===== src/rtl/alu_pkg.sv =====
// Shared types for the multicycle ALU: opcodes, FSM states, flag bundle.
// ALU_DIV_EN selects whether DIV/MOD are iterative or treated as illegal.
package alu_pkg;

  typedef enum logic [3:0] {
    OP_ADD = 4'h0, OP_SUB = 4'h1, OP_AND = 4'h2, OP_OR  = 4'h3,
    OP_XOR = 4'h4, OP_NOT = 4'h5, OP_LSL = 4'h6, OP_LSR = 4'h7,
    OP_ASR = 4'h8, OP_ROL = 4'h9, OP_ROR = 4'hA, OP_MUL = 4'hB,
    OP_DIV = 4'hC, OP_MOD = 4'hD, OP_IL0 = 4'hE, OP_IL1 = 4'hF
  } alu_op_e;

  typedef enum logic [1:0] {IDLE, ITERA, DONE} state_e;

  typedef struct packed {
    logic n;
    logic z;
    logic v;
    logic c;
  } flags_t;

  function automatic logic is_iterative(alu_op_e op);
`ifdef ALU_DIV_EN
    return (op == OP_MUL) || (op == OP_DIV) || (op == OP_MOD);
`else
    return (op == OP_MUL);
`endif
  endfunction

endpackage


===== src/rtl/alu_multiciclo_if.sv =====
// Operand/result handshake bundle between register file, ALU and writeback.
interface alu_multiciclo_if #(parameter int WIDTH = 8);
  logic             in_valid;
  logic             in_ready;
  logic [WIDTH-1:0] a;
  logic [WIDTH-1:0] b;
  logic [3:0]       alu_control;
  logic             out_valid;
  logic             out_ready;
  logic [WIDTH-1:0] resultado;
  logic             flag_negativo;
  logic             flag_cero;
  logic             flag_overflow;
  logic             flag_carry;

  modport master (
    output in_valid, a, b, alu_control, out_ready,
    input  in_ready, out_valid, resultado,
           flag_negativo, flag_cero, flag_overflow, flag_carry
  );

  modport slave (
    input  in_valid, a, b, alu_control, out_ready,
    output in_ready, out_valid, resultado,
           flag_negativo, flag_cero, flag_overflow, flag_carry
  );
endinterface


===== src/rtl/alu_iterativo.sv =====
// WIDTH-step engine: shift-add multiplier and restoring divider share hi/lo/count.
// Divider path exists only with ALU_DIV_EN defined.
module alu_iterativo
  import alu_pkg::*;
#(
  parameter int WIDTH = 8
) (
  input  logic             clk,
  input  logic             rst_n,
  input  logic             start,
  input  alu_op_e          op,
  input  logic [WIDTH-1:0] a,
  input  logic [WIDTH-1:0] b,
  output logic             done,
  output logic [WIDTH-1:0] result,
  output logic             hi_nonzero,
  output logic             div_zero
);
  localparam int SHW = $clog2(WIDTH);

  logic             busy_q, mul_q;
  logic [SHW-1:0]   cnt_q;
  logic [WIDTH-1:0] opnd_q, hi_q, lo_q, hi_d, lo_d;
  logic [WIDTH:0]   msum;
`ifdef ALU_DIV_EN
  logic             mod_q;
  logic [WIDTH:0]   shifted;
`endif

  // MUL: hi accumulates, lo shifts out multiplier bits and collects the low product.
  // DIV: hi is the partial remainder, lo shifts dividend out and quotient in.
  always_comb begin
    msum = {1'b0, hi_q} + (lo_q[0] ? {1'b0, opnd_q} : '0);
    hi_d = hi_q;
    lo_d = lo_q;
    if (mul_q) begin
      hi_d = msum[WIDTH:1];
      lo_d = {msum[0], lo_q[WIDTH-1:1]};
    end
`ifdef ALU_DIV_EN
    shifted = {hi_q, lo_q[WIDTH-1]};
    if (!mul_q) begin
      if (shifted >= {1'b0, opnd_q}) begin
        hi_d = shifted[WIDTH-1:0] - opnd_q;
        lo_d = {lo_q[WIDTH-2:0], 1'b1};
      end else begin
        hi_d = shifted[WIDTH-1:0];
        lo_d = {lo_q[WIDTH-2:0], 1'b0};
      end
    end
`endif
  end

  assign done       = busy_q && (cnt_q == SHW'(WIDTH - 1));
  assign hi_nonzero = |hi_d;
  // A zero divisor naturally yields all-ones quotient and remainder = a.
  assign div_zero   = (opnd_q == '0);
`ifdef ALU_DIV_EN
  assign result = (mul_q || !mod_q) ? lo_d : hi_d;
`else
  assign result = lo_d;
`endif

  always_ff @(posedge clk or negedge rst_n) begin
    if (!rst_n) begin
      busy_q <= 1'b0;
      mul_q  <= 1'b0;
      cnt_q  <= '0;
      opnd_q <= '0;
      hi_q   <= '0;
      lo_q   <= '0;
`ifdef ALU_DIV_EN
      mod_q  <= 1'b0;
`endif
    end else if (start) begin
      busy_q <= 1'b1;
      cnt_q  <= '0;
      mul_q  <= (op == OP_MUL);
      opnd_q <= (op == OP_MUL) ? a : b;
      hi_q   <= '0;
      lo_q   <= (op == OP_MUL) ? b : a;
`ifdef ALU_DIV_EN
      mod_q  <= (op == OP_MOD);
`endif
    end else if (busy_q) begin
      hi_q  <= hi_d;
      lo_q  <= lo_d;
      cnt_q <= cnt_q + 1'b1;
      if (done) busy_q <= 1'b0;
    end
  end
endmodule


===== src/rtl/alu_multiciclo.sv =====
// Registered ALU with valid/ready handshake; single-cycle ops plus WIDTH-cycle MUL
// (and DIV/MOD when ALU_DIV_EN is defined, otherwise those opcodes are illegal).
module alu_multiciclo
  import alu_pkg::*;
#(
  parameter int WIDTH = 8
) (
  input  logic           clk,
  input  logic           rst_n,
  alu_multiciclo_if.slave bus
);
  localparam int SHW = $clog2(WIDTH);
  localparam int M   = WIDTH - 1;

  state_e           state_q;
  logic [WIDTH-1:0] res_q, res_sc, rol_r, ror_r, eng_res;
  flags_t           flg_q, flg_sc, flg_it;
  logic             it_mul_q, in_ready, accept, start;
  logic             eng_done, eng_hinz, eng_dz, c_sc, v_sc;
  alu_op_e          op;
  logic [SHW-1:0]   sh;
  logic [WIDTH:0]   add_w, sub_w, lsl_w, lsr_w, asr_w;

  assign op       = alu_op_e'(bus.alu_control);
  assign in_ready = (state_q == IDLE) || (state_q == DONE && bus.out_ready);
  assign accept   = bus.in_valid && in_ready;
  assign start    = accept && is_iterative(op);

  always_comb begin
    sh    = bus.b[SHW-1:0];
    add_w = {1'b0, bus.a} + {1'b0, bus.b};
    sub_w = {1'b0, bus.a} - {1'b0, bus.b};
    // Extra bit on the far side of each shift catches the last bit shifted out.
    lsl_w = {1'b0, bus.a} << sh;
    lsr_w = {bus.a, 1'b0} >> sh;
    asr_w = $signed({bus.a, 1'b0}) >>> sh;
    rol_r = WIDTH'(({bus.a, bus.a} << sh) >> WIDTH);
    ror_r = WIDTH'({bus.a, bus.a} >> sh);
    res_sc = '0;
    c_sc   = 1'b0;
    v_sc   = 1'b0;
    case (op)
      OP_ADD: begin
        res_sc = add_w[M:0];
        c_sc   = add_w[WIDTH];
        v_sc   = (bus.a[M] == bus.b[M]) && (add_w[M] != bus.a[M]);
      end
      OP_SUB: begin
        res_sc = sub_w[M:0];
        c_sc   = ~sub_w[WIDTH];
        v_sc   = (bus.a[M] != bus.b[M]) && (sub_w[M] != bus.a[M]);
      end
      OP_AND: res_sc = bus.a & bus.b;
      OP_OR:  res_sc = bus.a | bus.b;
      OP_XOR: res_sc = bus.a ^ bus.b;
      OP_NOT: res_sc = ~bus.a;
      OP_LSL: {c_sc, res_sc} = lsl_w;
      OP_LSR: {res_sc, c_sc} = lsr_w;
      OP_ASR: {res_sc, c_sc} = asr_w;
      OP_ROL: begin
        res_sc = rol_r;
        c_sc   = (sh != '0) && rol_r[0];
      end
      OP_ROR: begin
        res_sc = ror_r;
        c_sc   = (sh != '0) && ror_r[M];
      end
      default: v_sc = 1'b1;
    endcase
  end

  assign flg_sc = '{n: res_sc[M], z: (res_sc == '0), v: v_sc, c: c_sc};
  assign flg_it = '{n: eng_res[M], z: (eng_res == '0),
                    v: it_mul_q ? eng_hinz : eng_dz,
                    c: it_mul_q && eng_hinz};

  alu_iterativo #(.WIDTH(WIDTH)) u_iter (
    .clk       (clk),
    .rst_n     (rst_n),
    .start     (start),
    .op        (op),
    .a         (bus.a),
    .b         (bus.b),
    .done      (eng_done),
    .result    (eng_res),
    .hi_nonzero(eng_hinz),
    .div_zero  (eng_dz)
  );

  always_ff @(posedge clk or negedge rst_n) begin
    if (!rst_n) begin
      state_q  <= IDLE;
      res_q    <= '0;
      flg_q    <= '0;
      it_mul_q <= 1'b0;
    end else begin
      case (state_q)
        ITERA: if (eng_done) begin
          state_q <= DONE;
          res_q   <= eng_res;
          flg_q   <= flg_it;
        end
        default: begin
          if (accept) begin
            if (is_iterative(op)) begin
              state_q  <= ITERA;
              it_mul_q <= (op == OP_MUL);
            end else begin
              state_q <= DONE;
              res_q   <= res_sc;
              flg_q   <= flg_sc;
            end
          end else if (state_q == DONE && bus.out_ready) begin
            state_q <= IDLE;
          end
        end
      endcase
    end
  end

  assign bus.in_ready      = in_ready;
  assign bus.out_valid     = (state_q == DONE);
  assign bus.resultado     = res_q;
  assign bus.flag_negativo = flg_q.n;
  assign bus.flag_cero     = flg_q.z;
  assign bus.flag_overflow = flg_q.v;
  assign bus.flag_carry    = flg_q.c;
endmodule


===== src/flat_wrapper.sv =====
// flat-port wrapper written by rule: the top's interface ports become plain ports
module alu_multiciclo_flat import alu_pkg::*;
#(
  parameter int WIDTH = 8
)
  (clk, rst_n, bus_in_valid, bus_a, bus_b, bus_alu_control, bus_out_ready, bus_in_ready, bus_out_valid, bus_resultado, bus_flag_negativo, bus_flag_cero, bus_flag_overflow, bus_flag_carry);
  alu_multiciclo_if #(.WIDTH(WIDTH)) bus_i ();
  input  logic clk;
  input  logic rst_n;
  input wire logic [$bits(bus_i.in_valid)-1:0] bus_in_valid;
  input wire logic [$bits(bus_i.a)-1:0] bus_a;
  input wire logic [$bits(bus_i.b)-1:0] bus_b;
  input wire logic [$bits(bus_i.alu_control)-1:0] bus_alu_control;
  input wire logic [$bits(bus_i.out_ready)-1:0] bus_out_ready;
  output wire logic [$bits(bus_i.in_ready)-1:0] bus_in_ready;
  output wire logic [$bits(bus_i.out_valid)-1:0] bus_out_valid;
  output wire logic [$bits(bus_i.resultado)-1:0] bus_resultado;
  output wire logic [$bits(bus_i.flag_negativo)-1:0] bus_flag_negativo;
  output wire logic [$bits(bus_i.flag_cero)-1:0] bus_flag_cero;
  output wire logic [$bits(bus_i.flag_overflow)-1:0] bus_flag_overflow;
  output wire logic [$bits(bus_i.flag_carry)-1:0] bus_flag_carry;
  assign bus_i.in_valid = bus_in_valid;
  assign bus_i.a = bus_a;
  assign bus_i.b = bus_b;
  assign bus_i.alu_control = bus_alu_control;
  assign bus_i.out_ready = bus_out_ready;
  assign bus_in_ready = bus_i.in_ready;
  assign bus_out_valid = bus_i.out_valid;
  assign bus_resultado = bus_i.resultado;
  assign bus_flag_negativo = bus_i.flag_negativo;
  assign bus_flag_cero = bus_i.flag_cero;
  assign bus_flag_overflow = bus_i.flag_overflow;
  assign bus_flag_carry = bus_i.flag_carry;
  alu_multiciclo #(.WIDTH(WIDTH)) u_core (.clk(clk), .rst_n(rst_n), .bus(bus_i));
endmodule

===== config.mk =====
export PLATFORM = sky130hd
export DESIGN_NAME = alu_multiciclo_flat
export DESIGN_NICKNAME = d
export VERILOG_FILES = /design/src/rtl/alu_pkg.sv /design/src/rtl/alu_multiciclo_if.sv /design/src/rtl/alu_iterativo.sv /design/src/rtl/alu_multiciclo.sv /design/src/flat_wrapper.sv
export SDC_FILE = /design/constraint.sdc
export NUM_CORES = 1
export LEC_CHECK = 0
export CAP_MARGIN = 25
export CELL_PAD_IN_SITES_DETAIL_PLACEMENT = 2
export CELL_PAD_IN_SITES_GLOBAL_PLACEMENT = 2
export CORE_ASPECT_RATIO = 0.6
export CORE_UTILIZATION = 40
export DETAILED_ROUTE_END_ITERATION = 12
export PLACE_DENSITY_LB_ADDON = 0.1
export SYNTH_ARGS = -nofsm -noshare
export SYNTH_HDL_FRONTEND = slang
export SYNTH_HIERARCHICAL = 1
export SYNTH_SLANG_ARGS = --single-unit

===== constraint.sdc =====
create_clock -name clk -period 6.5 [get_ports clk]
set_input_delay 1.95 -clock clk [delete_from_list [all_inputs] [get_ports clk]]
set_output_delay 1.95 -clock clk [all_outputs]
set_load 0.01 [all_outputs]

Word level (Yosys, flattened, before mapping). Index checks and enable logic that the tools add are counted.

Muxes and demuxes: 31. Equality and inequality tests: 20. Reductions and logical operators: 24. Bitwise gates (word level): 6. Add/subtract/negate cells: 4. Shifts and indexed selects: 5.

Operators by type and width (number): $mux W8 (13); $pmux W8 S11 (1); $logic_not A8 Y1 (3); $eq A4 B3 Y1 const B (4); $eq A4 B4 Y1 const B (4); $mux W4 (4); $shl A16 B3 Y16 (1); $shr A16 B3 Y8 (1); $mux W2 (5); $add A8 B8 Y9 (1); $add A8 B9 Y9 (1); $logic_and A1 B1 Y1 (9); $reduce_or A9 Y1 (1); $shl A8 B3 Y9 (1); $shr A9 B3 Y9 (1); $sshr A9 B3 Y9 (1); $sub A8 B8 Y9 (1); $and A8 B8 Y8 (1); $eq A4 B2 Y1 const B (2); $not A8 Y8 (1); $or A8 B8 Y8 (1); $reduce_or A8 Y1 (1); $xor A8 B8 Y8 (1); $pmux W1 S7 (1); other kinds (20) (30).

Register bits: 44. Output and inout bits: 14.

Depth between registers and ports, before layout. Gate-level depths: netlist (run 1).

Depth in word-level cells: 7. Mapped depth: 12. Gate-level depth less buffers: 12.

Modules after synthesis. Netlist (run 1), hierarchy kept.

By module, submodules not included: alu_multiciclo (sequential area each 350.3 um2, area an instance 3138.0 um2, cells each 404, times used 1); alu_iterativo (sequential area each 725.7 um2, area an instance 2025.7 um2, cells each 216, times used 1).

Worst setup path after synthesis (run 1). Ideal clock, no wire load.

Path type: input -> register. Start point: input port bus_a[0]. End point: register u_core.flg_q, in the netlist u_core/bus.flag_cero. Path slack: 1.971 ns. Path buffers: 1. Stages: 11. Data arrival time: 4.437 ns. Cells stage by stage: clkbuf_1 > inv_1 > ha_1 > fa_1 > nor2_1 > o311a_1 > mux2_2 > a211oi_1 > nand3_1 > or4_1 > o31ai_2.

Cells in the longest elaborated chain, start to end: 6.

RTL lines: start, declared (line flat_wrapper.sv:11) `input wire logic [$bits(bus_i.a)-1:0] bus_a;`; $sub A8 B8 Y9, or another cell as far along (line alu_multiciclo.sv:32) `sub_w = {1'b0, bus.a} - {1'b0, bus.b};`; $pmux W8 S11 * (line alu_multiciclo.sv:42) `case (op)`; $logic_not A8 Y1 * (line alu_multiciclo.sv:72) `assign flg_sc = '{n: res_sc[M], z: (res_sc == '0), v: v_sc, c: c_sc};`; $mux W4 * (line alu_multiciclo.sv:105) `if (is_iterative(op)) begin`; $mux W4 * (line alu_multiciclo.sv:104) `if (accept) begin`; $mux W4 * (line alu_multiciclo.sv:97) `case (state_q)`; end signal, assigned (line alu_multiciclo.sv:101) `flg_q <= flg_it;`; end signal, assigned (line alu_multiciclo.sv:111) `flg_q <= flg_sc;`; end, declared (line alu_multiciclo.sv:17) `flags_t flg_q, flg_sc, flg_it;`.

Mark *: on every way between the ends. The rest lies on a longest branch, timed or not. The select of a mux whose other input is x is not followed. A chain may end at the register's enable or synchronous reset.

Worst setup path after layout (run 1). Ends and elaborated chain as after synthesis.

==> impl_metrics.toml, run 1 <==
[status]
status = "finished clean"

[place]
io_buffer_count = 37
dp_cells = 789
gp_congestion = 0.954
dp_hpwl_um = 16300

[routing]
dr.pass1.iters = 5
routed_wl_um = 21300
ant_nets = 0
via_per_inst = 6.65
wl_per_cell_um = 26.6
drc = 0
drtIter0Drc = 434
vias = 5311

[yosys]
postSynthNetCount = 682
yosysTopAreaCell = "dfrtp_1"
synthTopCellsByCount = "nor2_1, a21oi_1, dfrtp_1, mux2i_1, ha_1"
async_flop_share_pct = 100
yosysWarnings = 6
synth_edf_count = 0
ys_types = 76
ys_ff_latch = 43
yosysMostFrequentCell = "nor2_1"
syn_area_um2 = 5160
synth-main-ff-cell = "dfrtp_1"
seq_area_frac_synth_pct = 20.8
synth_area_per_cell_um2 = 8.33
syn_inst = 620
synth_area_leaders = "dfrtp_1, ha_1, mux2i_1"
synth_top_area_share_pct = 20.8

[floorplanning]
dieArea_um2 = 13400
io_pins = 38
initial_core_util_pct = 41.9
die_h_um = 90.0
die_width_um = 149
placementRows = 31
core_um2 = 12300

[cts]
cts_max_level = 2
cts_setup_buffers = 0
clockRootBuffer = "clkbuf_16"
cts.sinks = 43
cts_buffers = 5
clockBufferDepth = 2
insertion_delay_ns = 0.29
cts_resized = 0
hold_buffers = 0
path_clk_slew_ns = 0.07
cts_tree = "done"

[sta]
layout_min_cycle_time_ns = 5.34
setup_viol = 0
timing.fmax_ghz = 0.187
worst_slew_margin_rel_pct = 30.6
rsz0062_at_grt = "false"
worst_pin_slew_ns = 1.03
finalHoldViolCount = 0
min_period_over_period_pct = 82.1
fin_skew_ns = 0.00531
slew_violations = 0
tns_ns = 0

[global_route]
antenna_found_initial = 0
grt_pass1_vias = 5387
grt_overflow = 0
grt_pass1_wl_um = 33300
track_usage_pct = 32.8
grt_max_degree = 48

[critical_path]
critPathLaunchType = "primary input"
end_kind = "flop"
required_ns = 6.71
path_cells = "clkdlybuf4s50_1, inv_1, ha_1, fa_1, nor2_1, o311a_1, mux2_2, a211oi_1, nand3_1, or4_1, o31ai_2"
critPathKind = "in -> reg"
max_stage_delay_ns = 0.80
cpLargestDelayFamily = "buffers and inverters"
critical_path.max_fanout = 14
path_buf_inv = 2
cp_slowest_cell = "clkdlybuf4s50_1"
worstPathArrival_ns = 5.54

[power_and_ir_drop]
power.leakage_nw = 2.53
cellPowerDensity_nw_per_um2 = 145
irDropWorstVdd_v = 0.0000951

[job]
max_cap_violations = 0

[final_layout]
drive_gt1_share_pct = 9.94
regArea_um2 = 1080
antennaDiodeCount = 0
num-fill-cells = 1364
final_net_count = 695
multi_input_area_um2 = 3760
finalNonFillerCells = 799
areaGrowthSynthToFinish_pct = 12.8

[min_path]
holdCritPathClass = "reg -> reg"
==> through the flow <==
stage / hold WS, ns / setup slack (ns) / area, um2 / total power [mW] / util [%]
floorplan: 0.454 / 1.97 / 5160 / 0.443 / -
global placement: 0.471 / 1.18 / 5610 / 0.531 / 45.5
detailed placement: 0.485 / 0.990 / 5620 / 0.541 / 45.5
CTS: 0.505 / 1.28 / 5780 / 0.841 / 46.9
global route: 0.520 / 1.04 / 5820 / 0.879 / 47.2
finish: 0.504 / 1.16 / 5820 / 0.843 / 47.2
==> state kept, by name (all words and copies together), names as in the netlist <==
signal	flops
u_core/u_iter/busy_q	1
u_core/it_mul_q	1
u_core/u_iter/lo_q	8
u_core/u_iter/cnt_q	3
u_core/u_iter/opnd_q	8
u_core/bus.flag_cero	1
u_core/bus.flag_carry	1
u_core/state_q	2
u_core/bus.flag_overflow	1
u_core/u_iter/hi_q	8
u_core/u_iter/mul_q	1
u_core/bus.resultado	8
==> worst paths after layout <==
kind	from	slack, ns	to	cells after the start
setup / recovery	bus_a[0]	1.16	u_core/bus.flag_cero$_DFFE_PN0P_	11
hold / removal	u_core/it_mul_q$_DFFE_PN0P_	0.50	u_core/it_mul_q$_DFFE_PN0P_	1
setup reg to reg	u_core/u_iter/lo_q[0]$_DFFE_PN0P_	2.97	u_core/bus.flag_overflow$_DFFE_PN0P_	12
hold reg to reg	u_core/it_mul_q$_DFFE_PN0P_	0.50	u_core/it_mul_q$_DFFE_PN0P_	1
max in group asynchronous	rst_n	4.48	u_core/u_iter/cnt_q[0]$_DFFE_PN0P_	2
min in group asynchronous	rst_n	1.54	u_core/u_iter/hi_q[1]$_DFFE_PN0P_	1
==> cells in the final DEF, fill, tap and decap left out, types with 5 or more instances in the layout <==
| cell type | netlist | routed |
|---|---|---|
| clkbuf_16 | 0 | 5 |
| nor2b_1 | 17 | 17 |
| o21ai_0 | 26 | 26 |
| o22ai_1 | 6 | 6 |
| mux4_2 | 7 | 7 |
| a31oi_1 | 8 | 8 |
| nand3_1 | 12 | 12 |
| inv_1 | 26 | 26 |
| o211ai_1 | 12 | 12 |
| a211oi_1 | 15 | 15 |
| nand2b_1 | 11 | 11 |
| or3_1 | 5 | 5 |
| a221o_1 | 5 | 5 |
| clkdlybuf4s50_1 | 0 | 36 |
| ha_1 | 35 | 35 |
| buf_4 | 4 | 13 |
| and3_1 | 5 | 5 |
| nor2_1 | 59 | 58 |
| and2_1 | 15 | 15 |
| o221ai_1 | 8 | 8 |
| a21oi_1 | 56 | 56 |
| nor3_1 | 9 | 9 |
| mux2i_1 | 43 | 43 |
| dfrtp_1 | 43 | 43 |
| mux2_2 | 14 | 14 |
| or4_1 | 6 | 6 |
| nand2_1 | 32 | 32 |
==> kinds of logic after synthesis <==
| family | synth area share [%] |
|---|---|
| mux | 16.6 |
| simple gates | 20.3 |
| flops | 20.8 |
| fa+ha+maj | 9.64 |
| xor+xnor | 0.848 |
| compound gates | 25.2 |
| buf+inv | 6.62 |
==> final cells by class <==
class                      instances  area share (%)
multi-input combinational        502            64.6
sequential                        43            18.5
timing repair buffer              53            8.72
tap                              165            3.54
clock buffer                       5            2.15
inverter                          28            1.80
clock inverter                     3           0.752
==> routing by layer <==
| metal | up-vias | share of wire (%) | GRT usage (%) |
|---|---|---|---|
| met5 | - | 0 | 0 |
| met1 | 2756 | 51 | 51.8 |
| met3 | 12 | 8.9 | 8.63 |
| met4 | 0 | 0.55 | 3.69 |
| met2 | 196 | 40 | 44.2 |
| li1 | 2347 | - | - |
==> power breakdown <==
| group | total, mW | internal (mW) | switching, mW |
|---|---|---|---|
| logic | 0.270 | 0.101 | 0.170 |
| clock network | 0.295 | 0.181 | 0.114 |
| registers | 0.278 | 0.272 | 0.00549 |
(Power assumes the default switching activity.)
==> run 2: changes to the inputs <==
--- a/config.mk
+++ b/config.mk
@@ -9,7 +9,7 @@
 export CELL_PAD_IN_SITES_DETAIL_PLACEMENT = 2
 export CELL_PAD_IN_SITES_GLOBAL_PLACEMENT = 2
 export CORE_ASPECT_RATIO = 0.6
-export CORE_UTILIZATION = 40
+export CORE_UTILIZATION = 33
 export DETAILED_ROUTE_END_ITERATION = 12
 export PLACE_DENSITY_LB_ADDON = 0.1
 export SYNTH_ARGS = -nofsm -noshare
==> constraint.sdc (replaced) <==
create_clock -name clk -period 4.77 [get_ports clk]
set_input_delay 1.431 -clock clk [delete_from_list [all_inputs] [get_ports clk]]
set_output_delay 1.431 -clock clk [all_outputs]
set_load 0.01 [all_outputs]
==> run 2 against run 1 <==
  * Setup slack lost 0.78 ns
  * First-iteration DRC count grew 19%
  * Total power grew 31%
  * Core utilization shrank 7.1 points
  * Combinational power grew 43%
  * Critical path type unchanged
  * Critical endpoint unchanged
==> impl_metrics.toml, run 2 (synthesis gave the netlist of run 1 again) <==
[status]
status = "finished clean"

[final_layout]
layout_common_cells = "nor2_1, a21oi_1, mux2i_1, dfrtp_1, clkdlybuf4s50_1"
num-fill-cells = 1692
multi_input_area_um2 = 3760
final_net_count = 711
areaGrowthSynthToFinish_pct = 15.7
layout_commonest_cell = "nor2_1"
fin_util_pct = 40.1
drive_gt1_share_pct = 12.0
antennaDiodeCount = 0
regArea_um2 = 1080

[cts]
cts_buffers = 5
clockRootBuffer = "clkbuf_16"
insertion_delay_ns = 0.29
cts_resized = 0
clockBufferDepth = 2
cts.sinks = 43
path_clk_slew_ns = 0.06
cts_tree = "done"
hold_buffers = 0
cts_max_level = 2
cts_setup_buffers = 0

[global_route]
grt_pass1_wl_um = 33500
track_usage_pct = 27.4
antenna_found_initial = 0
grt_max_degree = 33
grt_overflow = 0
grt_pass1_vias = 5468

[routing]
routed_wl_um = 21600
drc = 0
ant_nets = 0
drtIter0Drc = 515
dr.pass1.iters = 5
via_per_inst = 6.22
vias = 5275
wl_per_cell_um = 25.5

[sta]
layout_min_cycle_time_ns = 4.39
tns_ns = 0
slew_violations = 0
fin_skew_ns = 0.00236
worst_slew_margin_rel_pct = 32.9
setup_viol = 0
min_period_over_period_pct = 92.0
timing.fmax_ghz = 0.228
rsz0062_at_grt = "false"
worst_pin_slew_ns = 0.998
finalHoldViolCount = 0

[critical_path]
required_ns = 4.97
critPathLaunchType = "primary input"
critPathLaunch = "bus_a[0]"
worstPathArrival_ns = 4.59
critical_path.max_fanout = 13
critPathKind = "in -> reg"
end_kind = "flop"
rr_startpoint = "u_core/u_iter/lo_q[0]$_DFFE_PN0P_"

[power_and_ir_drop]
irDropWorstVdd_v = 0.000112
cellPowerDensity_nw_per_um2 = 185
power.leakage_nw = 2.60

[floorplanning]
die_h_um = 98.9
core_um2 = 14900
die_width_um = 163
placementRows = 34
initial_core_util_pct = 34.7
io_pins = 38
dieArea_um2 = 16200

[min_path]
hp-start = "u_core/it_mul_q$_DFFE_PN0P_"
holdCritPathClass = "reg -> reg"

[place]
dp_hpwl_um = 17200
gp_congestion = 0.936
io_buffer_count = 37

[job]
max_cap_violations = 0
## run 2: cell count changes in the layout (fill, tap and decap cells not counted), sizes merged
cell / before / now
clkbuf: 5 / 6
clkinv: 2 / 1
bufinv: 1 / 0
buf: 17 / 33
clkinvlp: 0 / 1
## run 2: routing by layer
layer	vias to the layer above	global-route usage [%]	share of wire (%)
met4	0	1.99	0.36
met2	202	36.8	38
met1	2685	43.4	52
met5	-	0	0
li1	2382	-	-
met3	6	7.91	9.2
## run 2: area by class of cell
cell class	count	area share [%]
sequential	43	18.0
multi-input combinational	502	62.9
clock buffer	6	2.16
timing repair buffer	69	10.8
inverter	28	1.76
clock inverter	2	0.209
tap	198	4.15
## run 2: worst paths after layout
check | end | slack, ns | cells after the start
min in group asynchronous | u_core/u_iter/hi_q[2]$_DFFE_PN0P_ | 1.17 | 1
setup reg to reg | u_core/bus.flag_overflow$_DFFE_PN0P_ | 1.18 | 12
hold reg to reg | u_core/it_mul_q$_DFFE_PN0P_ | 0.53 | 1
setup / recovery | u_core/bus.flag_cero$_DFFE_PN0P_ | 0.38 | 11
max in group asynchronous | u_core/u_iter/lo_q[3]$_DFFE_PN0P_ | 2.88 | 2
hold / removal | u_core/it_mul_q$_DFFE_PN0P_ | 0.53 | 1
## run 2: through the flow
| stage | instances | power, mW | instance area, um2 | hold slack, ns | setup WS, ns |
|---|---|---|---|---|---|
| floorplan | 620 | 0.603 | 5160 | 0.454 | 0.760 |
| global placement | 840 | 0.746 | 5830 | 0.474 | 0.268 |
| detailed placement | 840 | 0.760 | 5830 | 0.504 | 0.146 |
| CTS | 848 | 1.11 | 5970 | 0.528 | 0.442 |
| global route | 848 | 1.16 | 5970 | 0.540 | 0.298 |
| finish | 848 | 1.10 | 5970 | 0.528 | 0.384 |
## run 2: report_power, final
part | internal (mW) | switching (mW) | total [mW]
Sequential | 0.371 | 0.00681 | 0.378
Clock | 0.193 | 0.146 | 0.340
Combinational | 0.147 | 0.239 | 0.386
## run 2: worst max-delay path, cell delays in order
cell and delay [ns]:
clkdlybuf4s50_1 0.44, buf_4 0.20, ha_1 0.24, fa_1 0.42, a21oi_1 0.19, o21ai_0 0.26, mux2i_1 0.19, a311oi_1 0.28
nand3_1 0.17, or4_1 0.56, o31ai_2 0.19
==> run 3: changes to the inputs <==
--- a/config.mk
+++ b/config.mk
@@ -9,7 +9,8 @@
 export CELL_PAD_IN_SITES_DETAIL_PLACEMENT = 2
 export CELL_PAD_IN_SITES_GLOBAL_PLACEMENT = 2
 export CORE_ASPECT_RATIO = 0.6
-export CORE_UTILIZATION = 33
+export CORE_UTILIZATION = 34
+export CTS_BUF_LIST = sky130_fd_sc_hd__clkbuf_8
 export DETAILED_ROUTE_END_ITERATION = 12
 export PLACE_DENSITY_LB_ADDON = 0.1
 export SYNTH_ARGS = -nofsm -noshare
==> run 3 against run 2 <==
  * Total power is 8.5% lower
  * Flip-flop and latch count unchanged
  * Non-clock buffer count increased by 3
  * Cell area decreased by 0.78%
  * Sequential share of layout area up 0.14 points
  * Via count up 0.28%
  * Sequential power about the same
  * Final cell count increased by 0.35%
  * Global-route usage grew 1.3 points
  * Largest cell class unchanged
  * Largest power group unchanged
  * Highest routed layer unchanged
==> impl_metrics.toml, run 3 (synthesis gave the netlist of run 1 again) <==
[status]
status = "finished clean"

[routing]
dr.pass1.iters = 5
drc = 0
routed_wl_um = 22000
ant_nets = 0
vias = 5290
via_per_inst = 6.22
wl_per_cell_um = 25.8
drtIter0Drc = 408

[cts]
cts_setup_buffers = 0
clockRootBuffer = "clkbuf_8"
cts.sinks = 43
clockBufferDepth = 2
cts_buffers = 5
insertion_delay_ns = 0.31
cts_tree = "done"
hold_buffers = 0
cts_resized = 0
path_clk_slew_ns = 0.09
cts_max_level = 2

[sta]
fin_skew_ns = 0.00592
rsz0062_at_grt = "false"
setup_viol = 0
layout_min_cycle_time_ns = 4.31
slew_violations = 0
tns_ns = 0
finalHoldViolCount = 0
min_period_over_period_pct = 90.3
worst_pin_slew_ns = 1.02
worst_slew_margin_rel_pct = 31.7
timing.fmax_ghz = 0.232
hold_slack_ns = 0.503

[job]
max_cap_violations = 0

[global_route]
grt_pass1_vias = 5362
antenna_found_initial = 0
grt_pass1_wl_um = 34200
grt_overflow = 0
grt_max_degree = 44
track_usage_pct = 28.7

[final_layout]
layout_common_cells = "nor2_1, a21oi_1, mux2i_1, dfrtp_1, clkdlybuf4s50_1"
drive_gt1_share_pct = 12.4
layout_commonest_cell = "nor2_1"
antennaDiodeCount = 0
final_net_count = 714
num-fill-cells = 1684
finalInstanceArea_um2 = 5930
areaGrowthSynthToFinish_pct = 14.8

[place]
gp_congestion = 0.946
io_buffer_count = 37
place_area_um2 = 5820
dp_hpwl_um = 17400

[critical_path]
end_kind = "flop"
r2r_slack_ns = 1.27
critPathLaunchType = "primary input"
critical_path.max_fanout = 3
critPathKind = "in -> reg"
required_ns = 4.99
worstPathArrival_ns = 4.53

[min_path]
holdCritPathClass = "reg -> reg"

[floorplanning]
dieArea_um2 = 15700
placementRows = 34
core_um2 = 14700
die_width_um = 161
die_h_um = 97.5
initial_core_util_pct = 35.2
io_pins = 38

[power_and_ir_drop]
p_clk_share_pct = 24.1
irDropWorstVdd_v = 0.0000935
internal_power_mw = 0.620
switching_share_pct = 38.7
power_mw = 1.01
pwr-share-comb_pct = 38.5
p_switching_mw = 0.391
seqPwrFrac_pct = 37.4
cellPowerDensity_nw_per_um2 = 170
power.leakage_nw = 2.58
==> run 3: cell count changes in the layout (fill, tap and decap cells not counted), sizes merged <==
cell | previous run | this run
buf | 33 | 36
clkbuf | 6 | 5
inv | 28 | 29
==> run 3: power groups by stage <==
| stage | clock network [mW] | logic [mW] | registers [mW] |
|---|---|---|---|
| 2_1_floorplan | 0 | 0.221 | 0.382 |
| 3_3_place_gp | 0 | 0.362 | 0.384 |
| 3_5_place_dp | 0 | 0.374 | 0.385 |
| 4_1_cts | 0.252 | 0.377 | 0.378 |
| 5_1_grt | 0.267 | 0.417 | 0.379 |
| 6_report | 0.244 | 0.389 | 0.378 |
==> run 3: worst max-delay path, cell delays in order <==
cell             delay (ns)
clkdlybuf4s50_1        0.49
inv_1                  0.08
ha_1                   0.23
fa_1                   0.44
nor2_1                 0.18
o311a_1                0.24
mux2_2                 0.36
a211oi_1               0.17
nand3_1                0.15
or4_1                  0.56
o31ai_2                0.19
==> run 3: area by class of cell <==
| cell class | count | area [um2] | share of cell area (%) |
|---|---|---|---|
| tap | 198 | 248 | 4.18 |
| clock inverter | 3 | 16.3 | 0.274 |
| sequential | 43 | 1080 | 18.2 |
| timing repair buffer | 72 | 653 | 11.0 |
| inverter | 28 | 105 | 1.77 |
| clock buffer | 5 | 68.8 | 1.16 |
| multi-input combinational | 502 | 3760 | 63.4 |
==> run 3: worst paths after layout <==
check,start,cells past startpoint,to
min in group asynchronous,rst_n,1,u_core/u_iter/hi_q[2]$_DFFE_PN0P_
min,u_core/it_mul_q$_DFFE_PN0P_,1,u_core/it_mul_q$_DFFE_PN0P_
max in group asynchronous,rst_n,2,u_core/bus.resultado[4]$_DFFE_PN0P_
max reg2reg,u_core/u_iter/lo_q[0]$_DFFE_PN0P_,12,u_core/bus.flag_overflow$_DFFE_PN0P_
max,bus_a[0],11,u_core/bus.flag_cero$_DFFE_PN0P_
min reg2reg,u_core/it_mul_q$_DFFE_PN0P_,1,u_core/it_mul_q$_DFFE_PN0P_
==> run 3: metrics by stage <==
stage / utilization, % / instances / setup WS, ns
6_report: 40.4 / 851 / 0.461
5_1_grt: 40.4 / 851 / 0.327
4_1_cts: 40.2 / 850 / 0.514
3_5_place_dp: 39.7 / 842 / 0.186
3_3_place_gp: 39.7 / 842 / 0.287
2_1_floorplan: - / 620 / 0.760
==> run 3: layer usage <==
layer | track usage (%) | share of wire, % | vias up
met5 | 0 | 0 | -
met4 | 1.89 | 0.12 | 0
met3 | 6.53 | 8.2 | 2
met2 | 37.7 | 38 | 188
met1 | 47.3 | 53 | 2712
li1 | - | - | 2388
